### src/rtl/mem_ctrl_pkg.sv
// Shared types and constants for the two-port byte-store arbiter.
package mem_ctrl_pkg;
  localparam int DATA_W_DEF = 8;
  localparam int ADDR_W_DEF = 2;
  localparam int NUM_PORTS  = 2;

  localparam logic OWN_A = 1'b0;
  localparam logic OWN_B = 1'b1;

  typedef enum logic [1:0] {
    IDLE    = 2'd0,
    ACCESS  = 2'd1,
    RESPOND = 2'd2
  } state_t;
endpackage

### src/rtl/mem_access_arbiter_if.sv
// Request/grant/response bundle between the two requesters and the byte store.
interface mem_access_arbiter_if #(
  parameter int DATA_W = 8,
  parameter int ADDR_W = 2
);
  logic              req_a, we_a, gnt_a;
  logic [ADDR_W-1:0] addr_a;
  logic [DATA_W-1:0] wdata_a;
  logic              req_b, we_b, gnt_b;
  logic [ADDR_W-1:0] addr_b;
  logic [DATA_W-1:0] wdata_b;
  logic [DATA_W-1:0] rdata;
  logic              rvalid, rsel, busy;
  logic [ADDR_W-1:0] view_addr;
  logic [DATA_W-1:0] view_data;

  modport master (
    output req_a, we_a, addr_a, wdata_a, req_b, we_b, addr_b, wdata_b, view_addr,
    input  gnt_a, gnt_b, rdata, rvalid, rsel, busy, view_data
  );
  modport slave (
    input  req_a, we_a, addr_a, wdata_a, req_b, we_b, addr_b, wdata_b, view_addr,
    output gnt_a, gnt_b, rdata, rvalid, rsel, busy, view_data
  );
endinterface

### src/rtl/mem_access_arbiter_rr.sv
// Two-way round-robin pick: on a tie the port that did not go last wins.
module rr_arbiter2
  import mem_ctrl_pkg::*;
(
  input  logic eligible_a,
  input  logic eligible_b,
  input  logic last,
  output logic winner,
  output logic valid
);
  always_comb begin
    valid  = eligible_a | eligible_b;
    winner = OWN_A;
    if (eligible_a && eligible_b) winner = ~last;
    else if (eligible_b)          winner = OWN_B;
  end
endmodule

### src/rtl/mem_access_arbiter.sv
// Byte store shared by ports A/B: round-robin arbiter, one-access-at-a-time
// sequencer (IDLE -> ACCESS -> [RESPOND]) and a registered LED view byte.
module mem_access_arbiter
  import mem_ctrl_pkg::*;
#(
  parameter int DATA_W = DATA_W_DEF,
  parameter int ADDR_W = ADDR_W_DEF
) (
  input logic               clk,
  input logic               reset_n,
  mem_access_arbiter_if.slave bus
);
  localparam int DEPTH = 2 ** ADDR_W;

  typedef struct packed {
    logic              we;
    logic [ADDR_W-1:0] addr;
    logic [DATA_W-1:0] wdata;
    logic              own;
  } cmd_t;

  state_t state, state_nxt;
  cmd_t   cmd;
  logic [DATA_W-1:0] mem [DEPTH];
  logic [DATA_W-1:0] rdata_q, view_q;
  logic              rsel_q, last;

  logic [NUM_PORTS-1:0]             req, we, armed, elig, gnt;
  logic [NUM_PORTS-1:0][ADDR_W-1:0] addr;
  logic [NUM_PORTS-1:0][DATA_W-1:0] wdata;
  logic                             win, win_vld;

  assign req   = {bus.req_b,   bus.req_a};
  assign we    = {bus.we_b,    bus.we_a};
  assign addr  = {bus.addr_b,  bus.addr_a};
  assign wdata = {bus.wdata_b, bus.wdata_a};
  assign elig  = req & armed;

  rr_arbiter2 u_arb (
    .eligible_a (elig[OWN_A]),
    .eligible_b (elig[OWN_B]),
    .last       (last),
    .winner     (win),
    .valid      (win_vld)
  );

  always_comb begin
    state_nxt = state;
    case (state)
      IDLE:    if (win_vld) state_nxt = ACCESS;
      ACCESS:  state_nxt = cmd.we ? IDLE : RESPOND;
      RESPOND: state_nxt = IDLE;
      default: state_nxt = IDLE;
    endcase
  end

  always_ff @(posedge clk) begin
    if (!reset_n) state <= IDLE;
    else          state <= state_nxt;
  end

  // Command is frozen at latch time; later input changes are ignored.
  always_ff @(posedge clk) begin
    if (!reset_n)                    cmd <= '0;
    else if (state == IDLE && win_vld)
      cmd <= '{we: we[win], addr: addr[win], wdata: wdata[win], own: win};
  end

  always_ff @(posedge clk) begin
    if (!reset_n) begin
      for (int i = 0; i < DEPTH; i++) mem[i] <= '0;
    end else if (state == ACCESS && cmd.we) begin
      mem[cmd.addr] <= cmd.wdata;
    end
  end

  always_ff @(posedge clk) begin
    if (!reset_n) begin
      rdata_q <= '0;
      rsel_q  <= OWN_A;
    end else if (state == ACCESS && !cmd.we) begin
      rdata_q <= mem[cmd.addr];
      rsel_q  <= cmd.own;
    end
  end

  always_ff @(posedge clk) begin
    if (!reset_n)              last <= OWN_B;
    else if (state == ACCESS)  last <= cmd.own;
  end

  // A released request re-arms even on its own grant edge, so one press = one access.
  always_ff @(posedge clk) begin
    for (int p = 0; p < NUM_PORTS; p++) begin
      if (!reset_n || !req[p])                                armed[p] <= 1'b1;
      else if (state == ACCESS && cmd.own == 1'(p))           armed[p] <= 1'b0;
    end
  end

  always_ff @(posedge clk) begin
    if (!reset_n) view_q <= '0;
    else          view_q <= mem[bus.view_addr];
  end

  // Qualified by reset_n: an access cancelled by reset is never reported.
  for (genvar p = 0; p < NUM_PORTS; p++) begin : g_gnt
    assign gnt[p] = reset_n && (state == ACCESS) && (cmd.own == 1'(p));
  end

  assign bus.gnt_a     = gnt[OWN_A];
  assign bus.gnt_b     = gnt[OWN_B];
  assign bus.rvalid    = reset_n && (state == RESPOND);
  assign bus.rdata     = rdata_q;
  assign bus.rsel      = rsel_q;
  assign bus.busy      = (state != IDLE);
  assign bus.view_data = view_q;
endmodule

### src/flat_wrapper.sv
// flat-port wrapper written by rule: the top's interface ports become plain ports
module mem_access_arbiter_flat import mem_ctrl_pkg::*;
#(
  parameter int DATA_W = DATA_W_DEF,
  parameter int ADDR_W = ADDR_W_DEF
)
  (clk, reset_n, bus_req_a, bus_we_a, bus_addr_a, bus_wdata_a, bus_req_b, bus_we_b, bus_addr_b, bus_wdata_b, bus_view_addr, bus_gnt_a, bus_gnt_b, bus_rdata, bus_rvalid, bus_rsel, bus_busy, bus_view_data);
  mem_access_arbiter_if #(.DATA_W(DATA_W), .ADDR_W(ADDR_W)) bus_i ();
  input logic clk;
  input logic reset_n;
  input wire logic [$bits(bus_i.req_a)-1:0] bus_req_a;
  input wire logic [$bits(bus_i.we_a)-1:0] bus_we_a;
  input wire logic [$bits(bus_i.addr_a)-1:0] bus_addr_a;
  input wire logic [$bits(bus_i.wdata_a)-1:0] bus_wdata_a;
  input wire logic [$bits(bus_i.req_b)-1:0] bus_req_b;
  input wire logic [$bits(bus_i.we_b)-1:0] bus_we_b;
  input wire logic [$bits(bus_i.addr_b)-1:0] bus_addr_b;
  input wire logic [$bits(bus_i.wdata_b)-1:0] bus_wdata_b;
  input wire logic [$bits(bus_i.view_addr)-1:0] bus_view_addr;
  output wire logic [$bits(bus_i.gnt_a)-1:0] bus_gnt_a;
  output wire logic [$bits(bus_i.gnt_b)-1:0] bus_gnt_b;
  output wire logic [$bits(bus_i.rdata)-1:0] bus_rdata;
  output wire logic [$bits(bus_i.rvalid)-1:0] bus_rvalid;
  output wire logic [$bits(bus_i.rsel)-1:0] bus_rsel;
  output wire logic [$bits(bus_i.busy)-1:0] bus_busy;
  output wire logic [$bits(bus_i.view_data)-1:0] bus_view_data;
  assign bus_i.req_a = bus_req_a;
  assign bus_i.we_a = bus_we_a;
  assign bus_i.addr_a = bus_addr_a;
  assign bus_i.wdata_a = bus_wdata_a;
  assign bus_i.req_b = bus_req_b;
  assign bus_i.we_b = bus_we_b;
  assign bus_i.addr_b = bus_addr_b;
  assign bus_i.wdata_b = bus_wdata_b;
  assign bus_i.view_addr = bus_view_addr;
  assign bus_gnt_a = bus_i.gnt_a;
  assign bus_gnt_b = bus_i.gnt_b;
  assign bus_rdata = bus_i.rdata;
  assign bus_rvalid = bus_i.rvalid;
  assign bus_rsel = bus_i.rsel;
  assign bus_busy = bus_i.busy;
  assign bus_view_data = bus_i.view_data;
  mem_access_arbiter #(.DATA_W(DATA_W), .ADDR_W(ADDR_W)) u_core (.clk(clk), .reset_n(reset_n), .bus(bus_i));
endmodule
### config.mk
export PLATFORM = sky130hd
export DESIGN_NAME = mem_access_arbiter_flat
export DESIGN_NICKNAME = d
export VERILOG_FILES = /design/src/rtl/mem_ctrl_pkg.sv /design/src/rtl/mem_access_arbiter_if.sv /design/src/rtl/mem_access_arbiter_rr.sv /design/src/rtl/mem_access_arbiter.sv /design/src/flat_wrapper.sv
export SDC_FILE = /design/constraint.sdc
export NUM_CORES = 1
export LEC_CHECK = 0
export BUFFER_PORTS_ARGS = -buffer_cell sky130_fd_sc_hd__buf_2
export CAP_MARGIN = 40
export CORE_UTILIZATION = 40
export DETAILED_ROUTE_END_ITERATION = 12
export PLACE_DENSITY = 0.57
export SLEW_MARGIN = 25
export SYNTH_ARGS = -nofsm -noshare
export SYNTH_HDL_FRONTEND = slang
export SYNTH_HIERARCHICAL = 1
export SYNTH_SLANG_ARGS = --single-unit
### constraint.sdc
create_clock -name clk -period 4 [get_ports clk]
set_input_delay 0.6 -clock clk [delete_from_list [all_inputs] [get_ports clk]]
set_output_delay 0.6 -clock clk [all_outputs]
set_load 0.02 [all_outputs]
==> results of run 1 <==
## kinds of logic after synthesis
group	after synthesis	share of synthesized area, %
AND/OR/NAND/NOR	90	18.6
flip-flops	66	55.1
multiplexers	29	17.3
AO/OA/AOI/OAI	23	6.80
buffers and inverters	13	2.14
## registers in the layout, indices dropped and copies added, names as in the netlist
register / cells
u_core/armed: 2
u_core/bus.rdata: 8
u_core/bus.rsel: 1
u_core/bus.view_data: 8
u_core/cmd: 12
u_core/last: 1
u_core/mem: 32
u_core/state: 2
## cell usage in the layout, fill, tap and decap left out, types with 3 or more instances in the layout
master     instances
buf_2             49
and2_1            43
dfxtp_1           34
edfxtp_1          32
nand2_1           23
mux2i_1           13
o211a_1           11
clkbuf_8           9
mux4_2             9
o2bb2ai_1          8
mux4_1             7
nor2b_1            3
nand2b_1           3
o21ai_0            3
nand3_1            3
buf_4              3
## worst paths after layout
| path | from | endpoint | slack, ns | cells after the start |
|---|---|---|---|---|
| worst min register to register | u_core/bus.rdata[0]$_SDFFE_PN0P_ | u_core/bus.rdata[0]$_SDFFE_PN0P_ | 0.46 | 2 |
| worst max register to register | u_core/cmd[9]$_SDFFE_PN0P_ | u_core/mem[1][2]$_SDFFCE_PN0P_ | 2.01 | 3 |
| worst max-delay path | reset_n | bus_gnt_a | 1.77 | 4 |
| worst min-delay path | u_core/bus.rdata[0]$_SDFFE_PN0P_ | u_core/bus.rdata[0]$_SDFFE_PN0P_ | 0.46 | 2 |
## layer usage
metal  routed length (um)  vias up  share of wire (%)
met5                    0        -                  0
met4                   93        0                1.7
met3                  161        8                2.9
met2                 2590       47                 46
met1                 2730      850                 49
li1                     -      917                  -
## worst max-delay path: stages
cell      delay (ns)
buf_2           0.53
nand3b_4        0.19
nor2_1          0.12
buf_2           0.17
## power breakdown
group          switching, mW  internal (mW)  leakage [nW]  total (mW)
clock network          0.259          0.349         0.107       0.609
registers             0.0486          0.749         0.611       0.798
logic                 0.0858         0.0911         0.813       0.177
## through the flow
step | power (mW) | setup WS, ns | instances
6_report | 1.58 | 1.77 | 375
5_1_grt | 1.66 | 1.67 | 375
4_1_cts | 1.60 | 1.74 | 375
3_5_place_dp | 0.994 | 1.49 | 359
3_3_place_gp | 0.991 | 1.55 | 358
2_1_floorplan | 0.932 | 2.22 | 221
## layout make-up
cell class	count	area [um^2]
clock buffers	9	124
clock inverters	7	93.8
well taps	99	124
repair buffers	52	268
multi-input cells	142	1270
fillers	653	3690
flip-flops and latches	66	1640
## cells in the mapped netlist
| master | number | share of area (%) |
|---|---|---|
| a21boi_1 | 1 | 0.25 |
| and2_1 | 43 | 9.0 |
| and3_1 | 2 | 0.42 |
| and3b_1 | 1 | 0.29 |
| buf_2 | 5 | 0.84 |
| buf_4 | 2 | 0.50 |
| clkbuf_1 | 5 | 0.63 |
| clkbuf_2 | 1 | 0.17 |
| dfxtp_1 | 34 | 23 |
| edfxtp_1 | 32 | 32 |
| mux2i_1 | 13 | 4.4 |
| mux4_1 | 7 | 6.2 |
| mux4_2 | 9 | 6.8 |
| nand2_1 | 23 | 2.9 |
| nand2b_1 | 3 | 0.63 |
| nand3_1 | 3 | 0.50 |
| nand3b_1 | 2 | 0.50 |
| nand3b_4 | 1 | 0.67 |
| nor2_1 | 2 | 0.25 |
| nor2_2 | 1 | 0.21 |
| nor2b_1 | 3 | 0.63 |
| nor3_2 | 1 | 0.34 |
| nor3b_2 | 1 | 0.42 |
| nor3b_4 | 1 | 0.63 |
| nor4b_4 | 1 | 0.80 |
| o211a_1 | 11 | 3.7 |
| o21ai_0 | 3 | 0.50 |
| o2bb2ai_1 | 8 | 2.4 |
| or2_1 | 1 | 0.21 |
| or2_2 | 1 | 0.21 |
==> impl_metrics.toml, run 1 <==
[run_status]
status = "complete, no violations"

[floorplan]
rows = 31
die_area_um2 = 7800
die_y_um = 88.3
ioPinCount = 49
fp.dieW_um = 88.3
start_util_pct = 41.3
core_region_area_um2 = 7210

[routing]
drt-vias-per-instance = 4.86
wl_per_cell_um = 14.9
finalWirelength_um = 5570
num_vias = 1822
route.detailed.drc = 0
detail-route-antenna-nets = 0
drt_iter0_drc = 98
first_pass_iters = 4

[timing]
period_needed_ns = 2.23
finalHoldWorstSlack_ns = 0.457
slew_violations = 0
fmax_mhz = 448
fin_tns_setup_ns = 0
hold_viol = 0
rsz0062_at_grt = "false"
setup_viol = 0
tightest_slew_ns = 0.786
min_period_over_period_pct = 55.8
maxSlewHeadroom_pct = 47.5
finClkSkew_ns = 0.00819

[pwr]
power_leakage_nw = 1.53
p_per_area_nw_per_um2 = 449
ir_drop_uv = 150

[finish]
synthToLayoutAreaGrowth_pct = 18.3
fin_util_pct = 48.9
layout-drive-gt1-share_pct = 30.1
nNetsFinal = 299
fin_area_um2 = 3530
n_antenna_cell = 0

[yosys]
synth_cell_types = 30
avgSynthCellArea_um2 = 13.5
synthesis.instances = 221
syn_nets = 249
ys_ff_latch = 66
seq_area_frac_synth_pct = 55.1
syn_area_um2 = 2980
yosysWarnings = 6

[global_routing]
grt_util_met1_pct = 21.4
grt_max_degree = 42
track_usage_pct = 16.3
use_met3_pct = 3.08
grt_pass1_vias = 1752
grt_overflow = 0
grt_pass1_wl_um = 9190
busiest_layer = "met2"
antenna_found_initial = 0
grtUsageMet2_pct = 25.8

[cts]
post_cts_buffers = 0
cts_sinks = 66
insertion_delay_ns = 0.34
cts_root_buf = "clkbuf_8"
hold_buffers = 0
ctsResizeCount = 0
cts_tree = "yes"
clk_pin_slew_worst_paths_ns = 0.07
cts_max_path_buffers = 2
cts_buffers = 9
htreeDepth = 3

[worst_setup_path]
worstSetupPathType = "in2out"
start_kind = "input pin"
crit_fanout = 41
required_ns = 3.40
cp-end-kind = "primary output"
arrival_ns = 1.63

[flow_run]
cap_violations = 0

[place]
dpl.hpwl_um = 3970
io_buffers = 48
placed_area_um2 = 3310
routabilityCongestion = 0.774

[hold_path]
min_path_type = "reg2reg"
(Power assumes the default switching activity.)
==> inputs of run 2 (changes only) <==
--- a/config.mk
+++ b/config.mk
@@ -5,11 +5,12 @@
 export SDC_FILE = /design/constraint.sdc
 export NUM_CORES = 1
 export LEC_CHECK = 0
+export ABC_AREA = 1
 export BUFFER_PORTS_ARGS = -buffer_cell sky130_fd_sc_hd__buf_2
 export CAP_MARGIN = 40
 export CORE_UTILIZATION = 40
 export DETAILED_ROUTE_END_ITERATION = 12
-export PLACE_DENSITY = 0.57
+export PLACE_DENSITY = 0.59
 export SLEW_MARGIN = 25
 export SYNTH_ARGS = -nofsm -noshare
 export SYNTH_HDL_FRONTEND = slang
==> constraint.sdc (replaced) <==
create_clock -name clk -period 1.85 [get_ports clk]
set_input_delay 0.2775 -clock clk [delete_from_list [all_inputs] [get_ports clk]]
set_output_delay 0.2775 -clock clk [all_outputs]
set_load 0.02 [all_outputs]
==> run 2 against run 1 <==
Utilization decreased by 0.43 points. Die area increased by 7.4%. Non-clock buffer count increased by 4. Count of clock-buffer cells in the layout increased by 1. First-iteration DRC count increased by 13%. Hold slack got worse by 0.33 ns. Total power increased by 130%. Critical endpoint is now bus_gnt_b. Highest routed layer unchanged.
==> impl_metrics.toml, run 2 <==
[hold_path]
min_path_type = "in2reg"
min_from = "bus_req_a"
min_to = "u_core/armed[0]$_SDFFE_PP1P_"
min_delay_path_depth = 2

[place]
placed_area_um2 = 3520
dp.cells = 541
io_buffers = 48
dpl.hpwl_um = 5090
routabilityCongestion = 0.835
dp_slack_ns = 0.239

[pwr]
power_leakage_nw = 1.70
clkPwrFrac_pct = 38.4
combPwrFrac_pct = 15.0
internal-power_mw = 2.60
p_per_area_nw_per_um2 = 960
ir_drop_uv = 340
swShare_pct = 27.7
p_seq_share_pct = 46.7
power.total_mw = 3.59
p_switching_mw = 0.997

[timing]
finalHoldWorstSlack_ns = 0.129
period_needed_ns = 1.69
min_period_over_period_pct = 91.2
finClkSkew_ns = 0.00643
setup_viol = 0
setup_ws_ns = 0.163
rsz0062_at_grt = "false"
tightest_slew_ns = 0.502
maxSlewHeadroom_pct = 66.5
fin_tns_setup_ns = 0
fmax_mhz = 593
slew_violations = 0
hold_viol = 0

[finish]
layout-drive-gt1-share_pct = 19.3
fin_util_pct = 48.4
largest_register_ffs = 32
nNetsFinal = 478
fin_area_um2 = 3740
instances_no_fill = 557
final_common_cell = "nand2_1"
n_antenna_cell = 0
synthToLayoutAreaGrowth_pct = 16.8
largestRegisters = "u_core/mem x32, u_core/cmd x12"
top_register = "u_core/mem"
mostFrequentLayoutCells = "nand2_1 (101), inv_1 (72), buf_2 (48)"

[floorplan]
die_y_um = 91.5
rows = 32
die_area_um2 = 8380
fp.dieW_um = 91.5
core_region_area_um2 = 7730
start_util_pct = 41.5
ioPinCount = 49

[worst_setup_path]
crit_family = "flip-flops"
slowest_stage = "dfxtp_1"
arrival_ns = 1.41
max_stage_delay_ns = 0.43
reg2regPathDepth = 4
start_kind = "flop"
crit_fanout = 4
worstSetupPathType = "reg2out"
critPathBufInv = 2
cp-end-kind = "primary output"
reg2reg_from = "u_core/cmd[11]$_SDFFE_PN0P_"
reg2reg_to = "u_core/mem[2][7]$_SDFFCE_PN0P_"
regToRegSetupSlack_ns = 0.23
required_ns = 1.57
worstPathCellList = "inv_2 > nor2_4 > nand2_1 > nor2_1 > buf_2"

[routing]
finalWirelength_um = 6840
drt-vias-per-instance = 4.64
drt_iter0_drc = 111
wl_per_cell_um = 12.3
num_vias = 2584
detail-route-antenna-nets = 0
route.detailed.drc = 0
first_pass_iters = 4

[cts]
cts_sinks = 66
hold_buffers = 0
cts_tree = "yes"
ctsResizeCount = 0
post_cts_buffers = 0
htreeDepth = 3
clk_pin_slew_worst_paths_ns = 0.07
insertion_delay_ns = 0.35
cts_buffers = 9
cts_max_path_buffers = 2
cts_root_buf = "clkbuf_8"

[yosys]
yosys.cell_count.top_type = "nand2_1"
syn_area_um2 = 3210
synthAdderAreaFrac_pct = 0
synth_cell_types = 21
synth-simple-area-share_pct = 25.6
synth-edff-count = 32
avgSynthCellArea_um2 = 8.01
synthMuxAreaShare_pct = 0
synth_area_leaders = "edfxtp_1 (30%), dfxtp_1 (21%), nand2_1 (12%)"
yosysTopAreaCellShare_pct = 30.0
synth_top_family_by_area = "simple AND/OR/NAND/NOR gates"
yosysWarnings = 6
synth_compound_area_share_pct = 10.5
synth_area_leader_cell = "edfxtp_1"
synthXorXnorAreaFrac_pct = 0
synthArstFlopShare_pct = 0
seq_area_frac_synth_pct = 51.2
synthesis.instances = 400
synth_flop_cell = "dfxtp_1"
syn_nets = 428
ys_top_cells_by_count = "nand2_1 (101), inv_1 (72), nor2_1 (39), dfxtp_1 (34), edfxtp_1 (32)"
ys_ff_latch = 66

[global_routing]
grt_pass1_vias = 2443
track_usage_pct = 17.6
antenna_found_initial = 0
grt_overflow = 0
grt_pass1_wl_um = 11200
grt_max_degree = 33

[flow_run]
cap_violations = 0

[run_status]
status = "complete, no violations"
[run 2: cell families after synthesis]
group / after synthesis
DFF: 66
buffers and inverters: 95
AOI/OAI and AO/OA: 59
and+or+nand+nor: 180
[run 2: how the worst max path moves through the flow]
stage	depth (start not counted)	slack [ns]	start	to
floorplan	4	0.29	u_core/state[0]$_SDFFE_PN0P_	u_core/mem[3][0]$_DFFE_PP_
global placement	4	0.28	u_core/cmd[11]$_SDFFE_PN0P_	u_core/mem[2][3]$_SDFFCE_PN0P_
detailed placement	4	0.24	u_core/cmd[11]$_SDFFE_PN0P_	u_core/mem[0][0]$_SDFFCE_PN0P_
CTS	5	0.14	u_core/state[0]$_SDFFE_PN0P_	bus_gnt_b
global route	5	0.04	u_core/state[0]$_SDFFE_PN0P_	bus_gnt_b
finish	5	0.16	u_core/state[0]$_SDFFE_PN0P_	bus_gnt_b
[run 2: worst register-to-register path, stage by stage (launching register included)]
cell	delay [ns]
dfxtp_1	0.48
inv_1	0.16
nor2_4	0.24
nand3_4	0.15
nand2_1	0.28
[run 2: final cells by class]
class	instances	area, um^2
clock buffer	10	138
clock inverter	6	88.8
fill	759	3980
inverter	78	293
multi-input combinational	239	1150
sequential	66	1640
tap	102	128
timing repair buffer	56	300
[run 2: layer usage]
layer  wire length, um  global-route usage (%)  vias up  part of all wire (%)
met1              3120                    21.5     1141                    46
met4               212                    11.1        0                   3.1
met3               266                    2.76       18                   3.9
met2              3240                    29.0       65                    47
li1                  -                       -     1360                     -
met5                 0                       0        -                     0
[run 2: power by group through the flow]
stage | Clock, mW | Sequential (mW) | Combinational, mW
final | 1.38 | 1.68 | 0.538
after global routing | 1.45 | 1.69 | 0.605
after CTS | 1.40 | 1.68 | 0.541
after detailed placement | 0 | 1.71 | 0.540
after global placement | 0 | 1.71 | 0.534
after floorplan | 0 | 1.73 | 0.366
